### config.mk
export PLATFORM = sky130hd
export DESIGN_NAME = cam_pixel_capture
export DESIGN_NICKNAME = d
export VERILOG_FILES = /design/src/rtl/cam_pixel_capture.sv
export SDC_FILE = /design/constraint.sdc
export NUM_CORES = 1
export LEC_CHECK = 0
export ABC_AREA = 1
export BUFFER_PORTS_ARGS = -buffer_cell sky130_fd_sc_hd__buf_2
export CAP_MARGIN = 20
export CORE_MARGIN = 2
export CORE_UTILIZATION = 60
export DETAILED_ROUTE_END_ITERATION = 8
export PLACE_DENSITY_LB_ADDON = 0.1
export RECOVER_POWER = 50
export REMOVE_ABC_BUFFERS = 1
export SETUP_SLACK_MARGIN = 0.1
export SLEW_MARGIN = 30
export SYNTH_ARGS = -nofsm -noshare
export SYNTH_HDL_FRONTEND = slang
export SYNTH_SLANG_ARGS = --single-unit
### constraint.sdc
create_clock -name pclk -period 3.3 [get_ports pclk]
set_input_delay 0.66 -clock pclk [delete_from_list [all_inputs] [get_ports pclk]]
set_output_delay 0.66 -clock pclk [all_outputs]
set_load 0.02 [all_outputs]
### src/rtl/cam_pixel_capture.sv
// cam_pixel_capture
// Capture engine for OV7670-class parallel camera sensors. Sensor bytes
// arriving on d (qualified by href, framed by vsync) are paired or selected
// according to the pixel mode latched at frame start. They are optionally
// decimated 2x2 and written to a frame buffer as one addr/dout/we write per
// pixel.
//
// Ports:
//   pclk, rst_n           sensor pixel clock, synchronous active-low reset
//   vsync, href, d        sensor frame sync, line valid and data byte
//   mode, decim           pixel mode and 2x2 decimation, sampled at frame start
//   addr, dout, we        registered frame-buffer write port
//   frame_start/done      one-cycle frame boundary strobes
//   frame_cnt             completed frame counter (wrapping)
//   line_err, ovf         sticky geometry / address-overflow flags, cleared
//                         at frame start
module cam_pixel_capture #(
    parameter int ADDR_W   = 19,
    parameter int H_ACTIVE = 640,
    parameter int V_ACTIVE = 480,
    parameter int CNT_W    = 8
) (
    input  logic              pclk,
    input  logic              rst_n,
    input  logic              vsync,
    input  logic              href,
    input  logic [7:0]        d,
    input  logic [1:0]        mode,
    input  logic              decim,
    output logic [ADDR_W-1:0] addr,
    output logic [15:0]       dout,
    output logic              we,
    output logic              frame_start,
    output logic              frame_done,
    output logic [CNT_W-1:0]  frame_cnt,
    output logic              line_err,
    output logic              ovf
);

    localparam int COL_W  = $clog2(H_ACTIVE + 1) + 1;
    localparam int LINE_W = $clog2(V_ACTIVE + 1) + 1;
    localparam logic [ADDR_W:0] LIMIT_FULL  = (ADDR_W + 1)'(H_ACTIVE * V_ACTIVE);
    localparam logic [ADDR_W:0] LIMIT_DECIM = (ADDR_W + 1)'((H_ACTIVE / 2) * (V_ACTIVE / 2));
    localparam logic [COL_W-1:0] COL_TARGET = COL_W'(H_ACTIVE);
    localparam logic [COL_W-1:0] COL_MAX    = '1;

    typedef enum logic [1:0] {
        ST_SYNC,
        ST_VBLANK,
        ST_ACTIVE
    } state_t;

    state_t             state_q, state_d;
    logic               phase_q, phase_d;
    logic               href_q, href_d;
    logic [7:0]         hi_q, hi_d;
    logic [COL_W-1:0]   col_q, col_d;
    logic [LINE_W-1:0]  line_q, line_d;
    // One bit wider than addr so a limit of 2^ADDR_W is still representable.
    logic [ADDR_W:0]    addr_cnt_q, addr_cnt_d;
    logic [1:0]         mode_q, mode_d;
    logic               decim_q, decim_d;
    logic [ADDR_W-1:0]  addr_q, addr_d;
    logic [15:0]        dout_q, dout_d;
    logic               we_q, we_d;
    logic               frame_start_q, frame_start_d;
    logic               frame_done_q, frame_done_d;
    logic [CNT_W-1:0]   frame_cnt_q, frame_cnt_d;
    logic               line_err_q, line_err_d;
    logic               ovf_q, ovf_d;

    logic               pix_valid;
    logic [15:0]        pix_data;
    logic [ADDR_W:0]    limit;

    always_ff @(posedge pclk) begin
        if (!rst_n) begin
            state_q       <= ST_SYNC;
            phase_q       <= 1'b0;
            href_q        <= 1'b0;
            hi_q          <= '0;
            col_q         <= '0;
            line_q        <= '0;
            addr_cnt_q    <= '0;
            mode_q        <= '0;
            decim_q       <= 1'b0;
            addr_q        <= '0;
            dout_q        <= '0;
            we_q          <= 1'b0;
            frame_start_q <= 1'b0;
            frame_done_q  <= 1'b0;
            frame_cnt_q   <= '0;
            line_err_q    <= 1'b0;
            ovf_q         <= 1'b0;
        end else begin
            state_q       <= state_d;
            phase_q       <= phase_d;
            href_q        <= href_d;
            hi_q          <= hi_d;
            col_q         <= col_d;
            line_q        <= line_d;
            addr_cnt_q    <= addr_cnt_d;
            mode_q        <= mode_d;
            decim_q       <= decim_d;
            addr_q        <= addr_d;
            dout_q        <= dout_d;
            we_q          <= we_d;
            frame_start_q <= frame_start_d;
            frame_done_q  <= frame_done_d;
            frame_cnt_q   <= frame_cnt_d;
            line_err_q    <= line_err_d;
            ovf_q         <= ovf_d;
        end
    end

    // SYNC waits for a vsync high so a frame interrupted by reset is never captured.
    always_comb begin
        state_d = state_q;
        case (state_q)
            ST_SYNC:   if (vsync)  state_d = ST_VBLANK;
            ST_VBLANK: if (!vsync) state_d = ST_ACTIVE;
            ST_ACTIVE: if (vsync)  state_d = ST_VBLANK;
            default:   state_d = ST_SYNC;
        endcase
    end

    always_comb begin
        phase_d       = phase_q;
        href_d        = 1'b0;
        hi_d          = hi_q;
        col_d         = col_q;
        line_d        = line_q;
        addr_cnt_d    = addr_cnt_q;
        mode_d        = mode_q;
        decim_d       = decim_q;
        addr_d        = addr_q;
        dout_d        = dout_q;
        we_d          = 1'b0;
        frame_start_d = 1'b0;
        frame_done_d  = 1'b0;
        frame_cnt_d   = frame_cnt_q;
        line_err_d    = line_err_q;
        ovf_d         = ovf_q;
        pix_valid     = 1'b0;
        pix_data      = '0;
        limit         = decim_q ? LIMIT_DECIM : LIMIT_FULL;

        case (state_q)
            ST_VBLANK: begin
                if (!vsync) begin
                    frame_start_d = 1'b1;
                    mode_d        = mode;
                    decim_d       = decim;
                    addr_d        = '0;
                    addr_cnt_d    = '0;
                    col_d         = '0;
                    line_d        = '0;
                    phase_d       = 1'b0;
                    line_err_d    = 1'b0;
                    ovf_d         = 1'b0;
                end
            end
            ST_ACTIVE: begin
                if (vsync) begin
                    // Any half-formed pixel is simply dropped with the frame.
                    frame_done_d = 1'b1;
                    frame_cnt_d  = frame_cnt_q + CNT_W'(1);
                    phase_d      = 1'b0;
                end else begin
                    href_d = href;
                    if (href) begin
                        phase_d = ~phase_q;
                        case (mode_q)
                            2'd0: begin
                                if (phase_q) begin
                                    pix_valid = 1'b1;
                                    pix_data  = {4'b0000, hi_q[7:4], hi_q[2:0], d[7], d[4:1]};
                                end else begin
                                    hi_d = d;
                                end
                            end
                            2'd1: begin
                                if (phase_q) begin
                                    pix_valid = 1'b1;
                                    pix_data  = {hi_q, d};
                                end else begin
                                    hi_d = d;
                                end
                            end
                            2'd2: begin
                                if (!phase_q) begin
                                    pix_valid = 1'b1;
                                    pix_data  = {8'h00, d};
                                end
                            end
                            default: begin
                                pix_valid = 1'b1;
                                pix_data  = {8'h00, d};
                            end
                        endcase

                        if (pix_valid) begin
                            // Saturate so an overlong line never wraps back onto H_ACTIVE.
                            if (col_q != COL_MAX) col_d = col_q + COL_W'(1);
                            if (!decim_q || (!col_q[0] && !line_q[0])) begin
                                if (addr_cnt_q == limit) begin
                                    ovf_d = 1'b1;
                                end else begin
                                    we_d       = 1'b1;
                                    addr_d     = addr_cnt_q[ADDR_W-1:0];
                                    dout_d     = pix_data;
                                    addr_cnt_d = addr_cnt_q + (ADDR_W + 1)'(1);
                                end
                            end
                        end
                    end else begin
                        phase_d = 1'b0;
                        if (href_q) begin
                            if (col_q != COL_TARGET) line_err_d = 1'b1;
                            col_d  = '0;
                            line_d = line_q + LINE_W'(1);
                        end
                    end
                end
            end
            default: ;
        endcase
    end

    assign addr        = addr_q;
    assign dout        = dout_q;
    assign we          = we_q;
    assign frame_start = frame_start_q;
    assign frame_done  = frame_done_q;
    assign frame_cnt   = frame_cnt_q;
    assign line_err    = line_err_q;
    assign ovf         = ovf_q;

endmodule

==> metrics.md, run 1 <==
| Metric | Value |
|---|---|
| Peak VDD IR | `~240 µV` |
| R2R cell count | `9` |
| Gate Count Post-Synth | `between 600 and 700` |
| GRT overflow | `0` |
| Area of the multi-input gates | `approximately 0.0023 mm²` |
| Pwr/cell area | `a little over 400 mW/mm²` |
| Post-synthesis instance area | `around 0.0046 mm²` |
| Setup TNS | `0 ps` |
| Most used DFF post-synth | `dfxtp_1` |
| Storage cell area | `~0.0019 mm²` |
| Ports | `63` |
| Number of DRC markers in iteration 0 | `between 300 and 400` |
| Post-CTS Resized | `0` |
| CP Capture Type | `register` |
| Largest net degree at the start of global routing | `53` |
| Post-synthesis cell type count | `34` |
| Max Buffers Root-to-Sink | `2` |
| Hold path endpoint | `addr[4]` |
| Post-CTS Setup Bufs | `0` |
| Sequential share of the synthesized area | `41.4%` |
| Clock buffer count from CTS | `9` |
| Final wirelength | `about 11000 µm` |
| CTS HTree Levels | `3` |
| Flop2flop setup slack | `a little over 700 ps` |
| Async set-reset flop share out of synthesis | `0%` |
| Maximum capacitance violations | `0` |
| Die H | `between 90 and 100 µm` |
| Leakage Power | `between 1.5 and 2 nW` |
| Min-delay src | `addr[4]` |
| Vias | `4542` |
| Antenna violations before repair | `0` |
| DRC viols | `0` |
| RSZ-0062 raised after global routing | `false` |
| Vias per std cell | `5.38` |
| HP Class | `reg2reg` |
| Starting density of the core | `62.7%` |
| Final Power | `between 2 and 2.5 mW` |
| Period utilisation layout | `78.5%` |
| Relative slew slack | `around 25%` |
| Clk_skew | `~14 ps` |
| HPWL Detailed | `7280 µm` |
| Mapped Avg Cell Area | `between 6 and 7 µm²` |
| WS Path Type | `reg2reg` |
| Clock transition at the registers of the reported paths | `100 ps` |
| # hold bufs at CTS | `0` |
| CTS tree | `built` |
| I/O Buffers | `62` |
| Synth-to-Final Area Change | `10.4%` |
| Core box area | `roughly 0.0073 mm²` |
| Worst Path Arrival | `approximately 2800 ps` |
| Vias in the first global route | `4108` |
| Post-synth EDFFs | `0` |
| Clock Latency Late Sink | `about 380 ps` |
| First-pass GRT wire length | `around 18000 µm` |
| Fin crit period | `about 2600 ps` |
| Critical Path Fanout Max | `36` |
| Pins Over Slew Limit | `0` |
| Std cell rows | `31` |
| Startpoint Class | `register` |
| Final hold vios | `0` |
| Endpoints failing setup | `0` |
| ANT cells | `0` |
| Clk root buf | `clkbuf_8` |
| Die Width | `a little over 90 µm` |
| WHS Path Cells | `2` |
| Register bit total from synthesis | `95` |
| Layout cell share with drive strength beyond 1 | `under 10%` |
| Status | `complete, no violations` |
| Worst r2r src | `state_q[1]` |
| RD Place Congestion | `about 0.88` |
| Fillcell total | `681` |
| Fmax | `slightly below 400 MHz` |
| Global-route usage over all layers | `around a quarter` |
| ANT nets after route | `0` |
| Nets | `around 760` |
| CP required | `3510 ps` |
| TritonRoute pass-1 iters | `4` |
| Slew @ Worst Pin | `1120 ps` |
| Drt wl/cell | `approximately 13 µm` |
| Clock sinks | `95` |
| RR Endpoint | `addr_cnt_q[5]` |
| Yosys warnings | `0` |
| Die ar. | `0.00838 mm²` |
logic make-up (layout without fill, tap and decap cells):
family	Yosys count	after routing	share of synthesized area, %
compound gates	127	127	14.8
xor+xnor	5	5	0.953
fa+ha+maj	5	5	1.36
buf+inv	106	161	9.12
flops	95	95	41.4
simple gates	353	353	32.4
power by group:
group	internal, mW	switching, mW	total, mW	leakage, nW
registers	1.15	0.00613	1.16	0.766
logic	0.0240	0.0692	0.0932	1.06
clock network	0.369	0.453	0.822	0.105
total	1.55	0.528	2.07	1.94
layer usage:
layer / share of wire [%] / track usage (%) / vias to the layer above
met5: 0 / 0 / -
met4: 1.7 / 9.60 / 0
met3: 5.5 / 5.48 / 17
met2: 45 / 41.9 / 119
met1: 48 / 35.1 / 2066
li1: - / - / 2340
stage by stage:
step                hold slack, ps  area (µm²)  std cells  setup WS, ps  util, %
global route                   474        5070        845           376     69.2
finish                         464        5070        845           709     69.2
CTS                            464        5150        845           876     70.3
floorplan                      444        4470        664          1350        -
global placement               444        4940        829           992     67.3
detailed placement             451        4940        829           874     67.3
critical path: stages (launching register included):
cell and delay, ps:
dfxtp_1 390, nand2_2 330, nand2_1 180, nand2_1 100
nor2_1 100, nand2_1 60, nand2_1 440, nand2_2 540
nand2_1 200, a21oi_1 80
flip-flops by register name (all words and copies together) (netlist names), 2 cells and up:
register    count
hi_q            8
mode_q          2
addr_cnt_q     20
dout           16
state_q         2
frame_cnt       8
addr           19
col_q          11
synthesized netlist by cell type, drive strengths merged, types with 9 or more instances:
library cell,instances,area (µm²)
nand4,13,87.6
inv,78,293
a21oi,66,334
nand3,52,265
o21ai,45,229
nor2,108,425
nor3,14,70.1
o22ai,9,56.3
dfxtp,95,1900
nand2,164,626
clkbuf,11,41.3
buf,16,81.3
cell type report:
class / instances / share of cell area [%]
clock inverters: 7 / 1.75
flip-flops and latches: 95 / 37.5
clock buffers: 9 / 2.44
repair buffers: 66 / 5.42
inverters: 79 / 5.84
well taps: 99 / 2.44
multi-input cells: 490 / 44.6
how the worst max path moves through the flow:
stage	startpoint	endpoint	slack [ps]	cells past startpoint
after CTS	state_q[1]	addr[16]	880	6
final	state_q[1]	addr_cnt_q[5]	710	9
after global routing	state_q[0]	addr[5]	380	10
after detailed placement	vsync	addr[16]	870	9
after floorplan	rst_n	decim_q	1350	4
after global placement	vsync	addr[12]	990	9
cells in the final DEF, fill, tap and decap left out, types with 2 or more instances in the layout:
| cell type | instances |
|---|---|
| dfxtp_1 | 95 |
| xor2_1 | 4 |
| clkinv_4 | 2 |
| o21ai_0 | 32 |
| o22ai_1 | 9 |
| nor3_1 | 14 |
| nand2_2 | 3 |
| clkbuf_2 | 2 |
| inv_1 | 74 |
| buf_2 | 14 |
| a21oi_1 | 66 |
| nor2_4 | 2 |
| o32ai_1 | 3 |
| nand4_1 | 12 |
| nand2_1 | 161 |
| clkbuf_1 | 48 |
| nand3_1 | 51 |
| clkbuf_8 | 9 |
| nor2_1 | 104 |
| ha_1 | 5 |
| inv_8 | 3 |
| buf_4 | 2 |
| inv_2 | 4 |
| o21ai_1 | 13 |
| nor2_2 | 2 |
(Power assumes the default switching activity.)
==> inputs of run 2 (changes only) <==
--- a/config.mk
+++ b/config.mk
@@ -5,11 +5,11 @@
 export SDC_FILE = /design/constraint.sdc
 export NUM_CORES = 1
 export LEC_CHECK = 0
-export ABC_AREA = 1
+export ABC_AREA = 0
 export BUFFER_PORTS_ARGS = -buffer_cell sky130_fd_sc_hd__buf_2
 export CAP_MARGIN = 20
 export CORE_MARGIN = 2
-export CORE_UTILIZATION = 60
+export CORE_UTILIZATION = 52
 export DETAILED_ROUTE_END_ITERATION = 8
 export PLACE_DENSITY_LB_ADDON = 0.1
 export RECOVER_POWER = 50
==> constraint.sdc (replaced) <==
create_clock -name pclk -period 2.1 [get_ports pclk]
set_input_delay 0.42 -clock pclk [delete_from_list [all_inputs] [get_ports pclk]]
set_output_delay 0.42 -clock pclk [all_outputs]
set_load 0.02 [all_outputs]
==> metrics.md, run 2 <==
| Metric | Value |
|---|---|
| Die ar. | `0.00944 mm² (was 0.00838 mm²)` |
| Clock Latency Late Sink | `360 ps (was 380 ps)` |
| Largest net degree at the start of global routing | `36 (was 53)` |
| TritonRoute pass-1 iters | `5 (was 4)` |
| Relative slew slack | `58.3% (was 24.7%)` |
| WS Path Type | `reg2reg (unchanged)` |
| Startpoint Class | `register (unchanged)` |
| Period utilisation layout | `91.4% (was 78.5%)` |
| Async set-reset flop share out of synthesis | `0% (unchanged)` |
| Commonest non-fill, non-tap cell in the layout | `dfxtp_1 (was nand2_1)` |
| Hold path endpoint | `mode_q[1] (was addr[4])` |
| Flop2flop setup slack | `180 ps (was 710 ps)` |
| RD Place Congestion | `0.890 (was 0.879)` |
| Clk_skew | `9.43 ps (was 13.8 ps)` |
| Layout cell share with drive strength beyond 1 | `14.1% (was 6.43%)` |
| CP Capture Type | `register (unchanged)` |
| Clock transition at the registers of the reported paths | `90 ps (was 100 ps)` |
| Sequential share of the synthesized area | `42.1% (was 41.4%)` |
| Synth Area in Adders | `1.39% (was 1.36%)` |
| Final wirelength | `11300 µm (was 10700 µm)` |
| Core box area | `0.00830 mm² (was 0.00733 mm²)` |
| Global-route usage over all layers | `23.6% (was 26.3%)` |
| Slew @ Worst Pin | `624 ps (was 1120 ps)` |
| DRC viols | `0 (unchanged)` |
| GRT overflow | `0 (unchanged)` |
| CTS HTree Levels | `3 (unchanged)` |
| Starting density of the core | `54.4% (was 62.7%)` |
| Max Buffers Root-to-Sink | `2 (unchanged)` |
| Fmax | `521 MHz (was 386 MHz)` |
| Worst r2r src | `addr_cnt_q[2] (was state_q[1])` |
| I/O Buffers | `62 (unchanged)` |
| Final Power | `3.22 mW (was 2.07 mW)` |
| Post-synth EDFFs | `0 (unchanged)` |
| Min-delay src | `mode[1] (was addr[4])` |
| First-pass GRT wire length | `18900 µm (was 18200 µm)` |
| Gate Count Post-Synth | `546 (was 691)` |
| Die Width | `97.2 µm (was 91.5 µm)` |
| Vias in the first global route | `4000 (was 4108)` |
| Cell taking the most area after synthesis | `dfxtp_1 (unchanged)` |
| ANT cells | `0 (unchanged)` |
| Fin crit period | `1920 ps (was 2590 ps)` |
| Die H | `97.2 µm (was 91.5 µm)` |
| RR Endpoint | `addr_cnt_q[19] (was addr_cnt_q[5])` |
| Nets | `637 (was 761)` |
| Post-synthesis compound-gate area fraction | `22.7% (was 14.8%)` |
| Setup TNS | `0 ps (unchanged)` |
| Post-synthesis cell type count | `51 (was 34)` |
| Post-DP Area | `0.00508 mm² (was 0.00494 mm²)` |
| XOR/XNOR Fraction of Synth Area | `1.75% (was 0.953%)` |
| Vias per std cell | `6.08 (was 5.38)` |
| Simple-Gate Fraction of Synth Area | `25.0% (was 32.4%)` |
| Endpoints failing setup | `0 (unchanged)` |
| Place WS | `80.3 ps (was 874 ps)` |
| # hold bufs at CTS | `0 (unchanged)` |
| CTS tree | `built (unchanged)` |
| Clk root buf | `clkbuf_8 (unchanged)` |
| CP required | `2320 ps (was 3510 ps)` |
| Register bit total from synthesis | `95 (unchanged)` |
| Yosys top cell area share | `42.1% (was 41.4%)` |
| Vias | `4419 (was 4542)` |
| HP Class | `in2reg (was reg2reg)` |
| Largest family of logic cells by synthesized area | `simple AND/OR/NAND/NOR gates (unchanged)` |
| Yosys warnings | `0 (unchanged)` |
| Most common cell in the netlist | `dfxtp_1 (was nand2_1)` |
| Maximum capacitance violations | `0 (unchanged)` |
| Post-synthesis instance area | `0.00451 mm² (was 0.00460 mm²)` |
| Worst hold margin | `310 ps (was 464 ps)` |
| Synth-to-Final Area Change | `16.4% (was 10.4%)` |
| Drt wl/cell | `15.5 µm (was 12.6 µm)` |
| Peak VDD IR | `488 µV (was 239 µV)` |
| WHS Path Cells | `3 (was 2)` |
| Worst Path Arrival | `2140 ps (was 2800 ps)` |
| Post-synthesis mux area share | `1.50% (was 0%)` |
| Clock buffer count from CTS | `9 (unchanged)` |
| Most used DFF post-synth | `dfxtp_1 (unchanged)` |
| Mapped Avg Cell Area | `8.27 µm² (was 6.65 µm²)` |
| Reg with most FFs | `addr_cnt_q (unchanged)` |
| Antenna violations before repair | `0 (unchanged)` |
| Number of DRC markers in iteration 0 | `233 (was 352)` |
| Pins Over Slew Limit | `0 (unchanged)` |
| Ports | `63 (unchanged)` |
| HPWL Detailed | `7980 µm (was 7280 µm)` |
| Post-CTS Setup Bufs | `0 (unchanged)` |
| RSZ-0062 raised after global routing | `true (was false)` |
| Leakage Power | `1.74 nW (was 1.94 nW)` |
| Most common library cells after synthesis | `95 x dfxtp_1, 71 x a21oi_1, 46 x nand3_1 (was 160 x nand2_1, 104 x nor2_1, 95 x dfxtp_1)` |
| Critical Path Fanout Max | `7 (was 36)` |
| Cells taking the most area after synthesis | `dfxtp_1 42%, a21oi_1 7.9%, nand3_1 5.1% (was dfxtp_1 41%, nand2_1 13%, nor2_1 8.5%)` |
| Final instance area | `0.00525 mm² (was 0.00507 mm²)` |
| PnR worst setup slack | `181 ps (was 709 ps)` |
| Most frequent cells in the layout | `93 x dfxtp_1, 70 x a21oi_1, 52 x clkbuf_1 (was 161 x nand2_1, 104 x nor2_1, 95 x dfxtp_1)` |
| Pwr/cell area | `612 mW/mm² (was 409 mW/mm²)` |
| Max reg flops | `20 (unchanged)` |
| R2R cell count | `6 (was 9)` |
| Std cell rows | `33 (was 31)` |
| Status | `complete, no violations (unchanged)` |
| Clock sinks | `95 (unchanged)` |
| ANT nets after route | `0 (unchanged)` |
| Final hold vios | `0 (unchanged)` |
[run 2: cell count changes after synthesis, moves of 9 or more]
cell      previous run  this run
nor2_1             104        28
nor3_1              14         5
o21ai_1             12        37
and3_1               0        11
a31oi_1              0         9
nand2_1            160        33
o21ai_0             32        13
inv_1               74         7
clkbuf_1            11        24
a211oi_1             1        10
[run 2: what timing repair did]
item                                    4_1_cts  5_1_grt
hold endpoints to repair                      0        0
gates resized for setup                       0        9
endpoints found under the setup margin        0       51
[run 2: layout make-up]
class                      instances  area, µm²
clock buffer                      12        155
clock inverter                     4       53.8
fill                             786       3050
inverter                           7       26.3
multi-input combinational        397       2380
sequential                        95       1900
tap                              105        131
timing repair buffer             107        601
[run 2: where the power goes]
| group | total (mW) | internal (mW) | switching [mW] |
|---|---|---|---|
| Combinational | 0.152 | 0.0514 | 0.101 |
| Sequential | 1.81 | 1.81 | 0.00816 |
| Clock | 1.25 | 0.618 | 0.630 |
| Total | 3.22 | 2.48 | 0.739 |
[run 2: how the worst max path moves through the flow]
stage / from / to / cells after the start
6_report: addr_cnt_q[2] / addr_cnt_q[19] / 6
5_1_grt: phase_q / col_q[3] / 6
4_1_cts: addr_cnt_q[0] / addr_cnt_q[8] / 8
3_5_place_dp: vsync / dout[2] / 7
3_3_place_gp: vsync / dout[0] / 7
2_1_floorplan: vsync / addr_cnt_q[3] / 5
[run 2: through the flow]
stage / instances / util [%]
floorplan: 499 / -
global placement: 711 / 61.2
detailed placement: 711 / 61.2
CTS: 727 / 63.8
global route: 727 / 63.3
finish: 727 / 63.3
[run 2: logic make-up after synthesis]
logic type | Yosys count
multiplexers | 6
adder cells (fa/ha/maj) | 5
AO/OA/AOI/OAI | 175
buffers and inverters | 54
XOR/XNOR | 9
flip-flops | 95
AND/OR/NAND/NOR | 202
[run 2: critical path: stages, from the launching register on]
cell and delay [ps]:
dfxtp_1 420, buf_4 160, and4_1 250, nand3_1 260
nor4_1 440, nand4b_1 170, a31oi_1 70
[run 2: per-layer routing]
metal,GRT usage (%),vias up,wire [µm]
li1,-,2178,-
met1,31.1,2091,4960
met2,39.5,133,5490
met3,4.75,17,634
met4,6.50,0,198
met5,0,-,0
